File: src/rtl/mealy_sym_packer.sv
// mealy_sym_packer
//   Takes the 2-bit symbol stream from the Mealy detector and packs it into
//   WORD_W-bit words. Completed words go into a DEPTH-entry first-word-fall-
//   through FIFO that has a valid/ready output port.
//
//   Optional build macro PACK_PARITY_EN adds the word_parity output. This is
//   the even parity of the head word. It is computed when the word is pushed
//   and stored in the FIFO entry alongside the word.
//
// Ports
//   clk           clock; all state updates on the rising edge
//   reset         asynchronous, active-high reset
//   sym_in        2-bit symbol; sampled when sym_valid is high
//   sym_valid     accept sym_in on this edge
//   flush         close the partial word (zero-padded) and push it
//   word_out      FIFO head word
//   word_partial  head word was closed by flush rather than by filling
//   word_parity   (PACK_PARITY_EN only) XOR of all bits of the head word
//   word_valid    FIFO non-empty
//   word_ready    consumer takes the head word when word_valid is high
//   fifo_level    number of stored words, 0..DEPTH
//   overflow      sticky; a completed word was dropped because the FIFO was full
//   overflow_clr  synchronous clear of overflow (a set in the same cycle wins)
//
// Packer FSM
//   state      | meaning
//   ST_EMPTY   | no symbols held for the current word (cnt_q == 0)
//   ST_FILLING | 0 < cnt_q < SPW symbols held for the current word

module mealy_sym_packer #(
  parameter int WORD_W    = 8,
  parameter int DEPTH     = 4,
  parameter int LSB_FIRST = 1
) (
  input  logic                       clk,
  input  logic                       reset,
  input  logic [1:0]                 sym_in,
  input  logic                       sym_valid,
  input  logic                       flush,
  output logic [WORD_W-1:0]          word_out,
  output logic                       word_partial,
`ifdef PACK_PARITY_EN
  output logic                       word_parity,
`endif
  output logic                       word_valid,
  input  logic                       word_ready,
  output logic [$clog2(DEPTH+1)-1:0] fifo_level,
  output logic                       overflow,
  input  logic                       overflow_clr
);

  localparam int SPW   = WORD_W / 2;
  localparam int CNT_W = $clog2(SPW);
  localparam int PTR_W = $clog2(DEPTH);
  localparam int LVL_W = $clog2(DEPTH + 1);
  localparam logic [CNT_W-1:0] LAST_CNT = CNT_W'(SPW - 1);
  localparam logic [LVL_W-1:0] FULL_LVL = LVL_W'(DEPTH);

  typedef enum logic {ST_EMPTY, ST_FILLING} state_t;

  state_t            state_q, state_d;
  logic [CNT_W-1:0]  cnt_q, cnt_d;
  logic [WORD_W-1:0] sr_q, sr_d;

  logic              last_sym;
  logic              push;
  logic              push_partial;
  logic [WORD_W-1:0] push_word;

  // ---------------- packer FSM ----------------
  always_ff @(posedge clk or posedge reset) begin
    if (reset) begin
      state_q <= ST_EMPTY;
      cnt_q   <= '0;
      sr_q    <= '0;
    end else begin
      state_q <= state_d;
      cnt_q   <= cnt_d;
      sr_q    <= sr_d;
    end
  end

  always_comb begin
    state_d = state_q;
    if (push)
      state_d = ST_EMPTY;
    else if (sym_valid)
      state_d = ST_FILLING;
  end

  // The symbol accepted this cycle is merged into the word before any push.
  // Unfilled slots are already zero because sr_q is cleared on every push.
  always_comb begin
    push_word = sr_q;
    for (int k = 0; k < SPW; k++) begin
      if (sym_valid && cnt_q == CNT_W'(k)) begin
        if (LSB_FIRST != 0)
          push_word[2*k +: 2] = sym_in;
        else
          push_word[WORD_W-2-2*k +: 2] = sym_in;
      end
    end
    last_sym     = sym_valid && (cnt_q == LAST_CNT);
    push         = last_sym || (flush && (state_q == ST_FILLING || sym_valid));
    push_partial = !last_sym;
  end

  always_comb begin
    cnt_d = cnt_q;
    sr_d  = sr_q;
    if (push) begin
      cnt_d = '0;
      sr_d  = '0;
    end else if (sym_valid) begin
      cnt_d = cnt_q + CNT_W'(1);
      sr_d  = push_word;
    end
  end

  // ---------------- FIFO ----------------
  logic [WORD_W-1:0] mem_q [DEPTH];
  logic [WORD_W-1:0] mem_d [DEPTH];
  logic [DEPTH-1:0]  part_q, part_d;
  logic [PTR_W-1:0]  wr_ptr_q, wr_ptr_d;
  logic [PTR_W-1:0]  rd_ptr_q, rd_ptr_d;
  logic [LVL_W-1:0]  level_q, level_d;
  logic [WORD_W-1:0] head_q, head_d;
  logic              head_part_q, head_part_d;
  logic              valid_q, valid_d;
  logic              overflow_q, overflow_d;
  logic              pop, do_write, ovf_set;
  logic              head_from_push;

`ifdef PACK_PARITY_EN
  logic [DEPTH-1:0]  par_q, par_d;
  logic              head_par_q, head_par_d;
  logic              push_par;
`endif

  always_comb begin
    pop      = valid_q && word_ready;
    // When the FIFO is full, a pop in the same cycle frees the slot being written.
    do_write = push && ((level_q != FULL_LVL) || pop);
    ovf_set  = push && (level_q == FULL_LVL) && !pop;

    wr_ptr_d = do_write ? wr_ptr_q + PTR_W'(1) : wr_ptr_q;
    rd_ptr_d = pop      ? rd_ptr_q + PTR_W'(1) : rd_ptr_q;

    level_d = level_q;
    case ({do_write, pop})
      2'b10:   level_d = level_q + LVL_W'(1);
      2'b01:   level_d = level_q - LVL_W'(1);
      default: level_d = level_q;
    endcase

    mem_d  = mem_q;
    part_d = part_q;
    if (do_write) begin
      mem_d[wr_ptr_q]  = push_word;
      part_d[wr_ptr_q] = push_partial;
    end

    // The new head is the word being written only when the FIFO is empty
    // after this cycle's pop; otherwise it is already in storage.
    head_from_push = do_write && (wr_ptr_q == rd_ptr_d);
    head_d      = head_q;
    head_part_d = head_part_q;
    if (level_d != '0) begin
      head_d      = head_from_push ? push_word    : mem_q[rd_ptr_d];
      head_part_d = head_from_push ? push_partial : part_q[rd_ptr_d];
    end
    valid_d = (level_d != '0);

    overflow_d = overflow_q;
    if (ovf_set)
      overflow_d = 1'b1;
    else if (overflow_clr)
      overflow_d = 1'b0;
  end

`ifdef PACK_PARITY_EN
  always_comb begin
    push_par = ^push_word;
    par_d    = par_q;
    if (do_write)
      par_d[wr_ptr_q] = push_par;
    head_par_d = head_par_q;
    if (level_d != '0)
      head_par_d = head_from_push ? push_par : par_q[rd_ptr_d];
  end

  always_ff @(posedge clk or posedge reset) begin
    if (reset) begin
      par_q      <= '0;
      head_par_q <= 1'b0;
    end else begin
      par_q      <= par_d;
      head_par_q <= head_par_d;
    end
  end

  assign word_parity = head_par_q;
`endif

  always_ff @(posedge clk or posedge reset) begin
    if (reset) begin
      for (int i = 0; i < DEPTH; i++)
        mem_q[i] <= '0;
      part_q      <= '0;
      wr_ptr_q    <= '0;
      rd_ptr_q    <= '0;
      level_q     <= '0;
      head_q      <= '0;
      head_part_q <= 1'b0;
      valid_q     <= 1'b0;
      overflow_q  <= 1'b0;
    end else begin
      for (int i = 0; i < DEPTH; i++)
        mem_q[i] <= mem_d[i];
      part_q      <= part_d;
      wr_ptr_q    <= wr_ptr_d;
      rd_ptr_q    <= rd_ptr_d;
      level_q     <= level_d;
      head_q      <= head_d;
      head_part_q <= head_part_d;
      valid_q     <= valid_d;
      overflow_q  <= overflow_d;
    end
  end

  assign word_out     = head_q;
  assign word_partial = head_part_q;
  assign word_valid   = valid_q;
  assign fifo_level   = level_q;
  assign overflow     = overflow_q;

endmodule

File: config.mk
export PLATFORM = sky130hd
export DESIGN_NAME = mealy_sym_packer
export DESIGN_NICKNAME = d
export VERILOG_FILES = /design/src/rtl/mealy_sym_packer.sv
export SDC_FILE = /design/constraint.sdc
export NUM_CORES = 1
export LEC_CHECK = 0
export CORE_ASPECT_RATIO = 1.4
export CORE_MARGIN = 1
export CORE_UTILIZATION = 63
export DETAILED_ROUTE_END_ITERATION = 12
export PLACE_DENSITY = 0.88
export SYNTH_ARGS = -nofsm -noshare
export SYNTH_HDL_FRONTEND = slang
export SYNTH_SLANG_ARGS = --single-unit
File: constraint.sdc
create_clock -name clk -period 7.94 [get_ports clk]
set_clock_uncertainty 0.2 [all_clocks]
set_input_delay 1.588 -clock clk [delete_from_list [all_inputs] [get_ports clk]]
set_output_delay 1.588 -clock clk [all_outputs]
set_load 0.03 [all_outputs]
==> qor.yml <==
min_path:
  holdPathStages: 2
  min-delay-start: "part_q[1]"
  hold_path_end: "part_q[1]"
  hold_class: "flip-flop to flip-flop"
clock_network:
  cts_root_buffer: "clkbuf_8"
  cts_setup_buffers: 0
  clkTransAtPathRegs_ps: 70
  hold_buffers: 0
  ctsLongestPathBuffers: 2
  htreeDepth: 3
  numCtsBuffers: 9
  cts.sinks: 65
  insertion_delay_ps: 340
  cts.repair.resized: 0
  cts_tree: "done"
status:
  outcome: "finished clean"
logic_synthesis:
  synth_area_leaders: "dfrtp_1 48%, o21ai_0 7.6%, nand2_1 6.6%, mux2i_1 5.6%, ha_1 2.9%"
  yosysSeqAreaShare_pct: 47.8
  synth_ff_type: "dfrtp_1"
  synth_nets: 363
  synth_edf_count: 0
  synth_top_area_cell: "dfrtp_1"
  async_reset_ff_share_pct: 100
  postSynthAreaPerCell_um2: 9.84
  yosysUniqueCellTypes: 50
  ys_top_cells_by_count: "65 x dfrtp_1, 60 x nand2_1, 52 x o21ai_0"
  synth_most_common_cell: "dfrtp_1"
  netlist_instances: 346
  netlist_area_um2: 3410
  yosysTopAreaCellShare_pct: 47.8
  synth_seq_cells: 65
  ys.warnings.count: 0
placement:
  gp_congestion: 0.883
  postPlaceCellArea_um2: 3620
  hpwl_mm: 4.94
  dpl.cell_count: 416
  portBuffers: 21
  place_worst_setup_slack_ps: 2660
cells_and_area:
  design_area_um2: 3790
  stdcell_count: 431
  nNetsFinal: 378
  n_antenna_cell: 0
  post_route_cells_drive_above_1_share_pct: 7.67
  areaGrowthSynthToFinish_pct: 11.2
floorplan:
  start_util_pct: 65.5
  die_height_um: 89.0
  ios: 22
  chipWidth_um: 64.1
  dieArea_um2: 5710
  rows: 31
  coreArea_um2: 5200
grt:
  grt_usage_pct: 29.6
  overflow: 0
  antenna_found_initial: 0
  grt_max_degree: 66
  grt_pass1_wl_mm: 12.3
  grt_pass1_vias: 2535
sta:
  fin_ws_ps: 3000
  rsz0062_at_grt: "no"
  fin_crit_sh_pct: 62.2
  tightest_slew_ps: 911
  finalSetupViolations: 0
  maxSlewViolCount: 0
  hold_viol: 0
  slew_headroom_pct: 39.3
  fmax_mhz: 202
  tns_ps: 0
  period_minus_slack_ps: 4940
power_and_ir_drop:
  ir_drop_uv: 177
  power_leakage_uw: 0.00169
  powerDensity_nw_per_um2: 345
setup_path:
  cp-start-kind: "primary input"
  ff2ff_setup_slack_ps: 4370
  critPathSlowestCell: "clkdlybuf4s50_1"
  crit_type: "primary input to flip-flop"
  crit_arrival_ps: 4960
  reg2reg_to: "word_out[3]"
  worstPathCellList: "clkdlybuf4s50_1, nand2_1, a21oi_1, fa_1, nand3b_1, a21oi_1, or3_1, mux2_1"
  cp_max_fo: 13
  cpMostUsedCell: "a21oi_1"
  critPathBufInv: 1
  critPathTopFamily: "simple AND/OR/NAND/NOR gates"
  critPathRequiredTime_ps: 7960
  cp-end-kind: "flip-flop"
  slowest_delay_ps: 600
  rr_startpoint: "cnt_q[0]"
  ff2ff_path_depth: 8
drt:
  drc_errors: 0
  post_drt_wl_per_cell_um: 17.4
  ant_nets: 0
  drt_first_pass_iters: 4
  drt_wl_total_mm: 7.52
  viasPerCell: 6.19
  drt_iter0_drc: 224
  vias: 2669
run:
  maxCapViolCount: 0
-- layer usage --
layer	global-route usage, %	wire [µm]
met5	0	0
met4	12.7	252
met3	6.63	340
met2	49.8	3760
met1	37.0	3170
-- where the power goes --
group	leakage [µW]	internal, µW	switching (µW)
Sequential	0.000858	428	121
Clock	0.0000822	119	122
Combinational	0.000752	227	288
Total	0.00169	775	531
-- tightest hold or removal path: cells and delay by family, from the launching register on --
family | cells | cell delay (ps)
DFF | 1 | 330
AOI/OAI and AO/OA | 1 | 70
and+or+nand+nor | 1 | 40
-- registers in the layout, summed over array words and instances (netlist names) --
register / count
rd_ptr_q: 2
sr_q: 8
word_valid: 1
word_partial: 1
mem_q: 32
state_q: 1
cnt_q: 2
wr_ptr_q: 2
overflow: 1
word_out: 8
part_q: 4
fifo_level: 3
-- cells in the final DEF (no fill, tap or decap), types with 4 or more instances in the layout --
cell type / netlist / final
clkdlybuf4s50_1: 0 / 21
a21oi_1: 10 / 10
nand2b_1: 5 / 5
nor2_1: 10 / 10
o211ai_1: 5 / 5
clkbuf_8: 0 / 10
mux2i_1: 19 / 19
ha_1: 8 / 8
mux2_1: 6 / 6
dfrtp_1: 65 / 65
o22ai_1: 4 / 4
nand2_1: 60 / 60
nor2b_1: 7 / 7
o31ai_1: 6 / 6
inv_1: 11 / 10
a211oi_1: 11 / 11
o21ai_0: 52 / 52
-- stage by stage --
stage	utilization, %	total power [µW]	hold WS [ps]
after CTS	72.8	1310	280
final	72.8	1310	282
after floorplan	-	918	242
after global placement	69.7	1040	255
after global routing	72.8	1390	306
after detailed placement	69.7	1060	265
-- layout make-up --
class                      instances  area [µm²]
sequential                        65        1630
fill                             388        1410
inverter                          12        45.0
clock inverter                     3        17.5
tap                               66        82.6
timing repair buffer              23         225
clock buffer                      12         145
multi-input combinational        250        1640
-- cell families after synthesis --
kind of cell / after synthesis / share of synthesized area (%)
AOI/OAI and AO/OA: 110 / 21.2
xor gates and xnor gates: 4 / 1.03
adders and majority gates: 9 / 3.53
buffers and inverters: 31 / 4.19
DFF: 65 / 47.8
muxes: 27 / 8.89
and+or+nand+nor: 100 / 13.4
-- how the worst max path moves through the flow --
| stage | start | endpoint | depth (start not counted) |
|---|---|---|---|
| global route | word_ready | word_out[5] | 8 |
| detailed placement | word_ready | word_out[3] | 8 |
| CTS | word_ready | word_out[3] | 8 |
| finish | word_ready | word_out[3] | 8 |
| floorplan | sym_valid | word_out[3] | 9 |
| global placement | word_ready | word_out[7] | 8 |
Power figures use the tool's default switching activity.
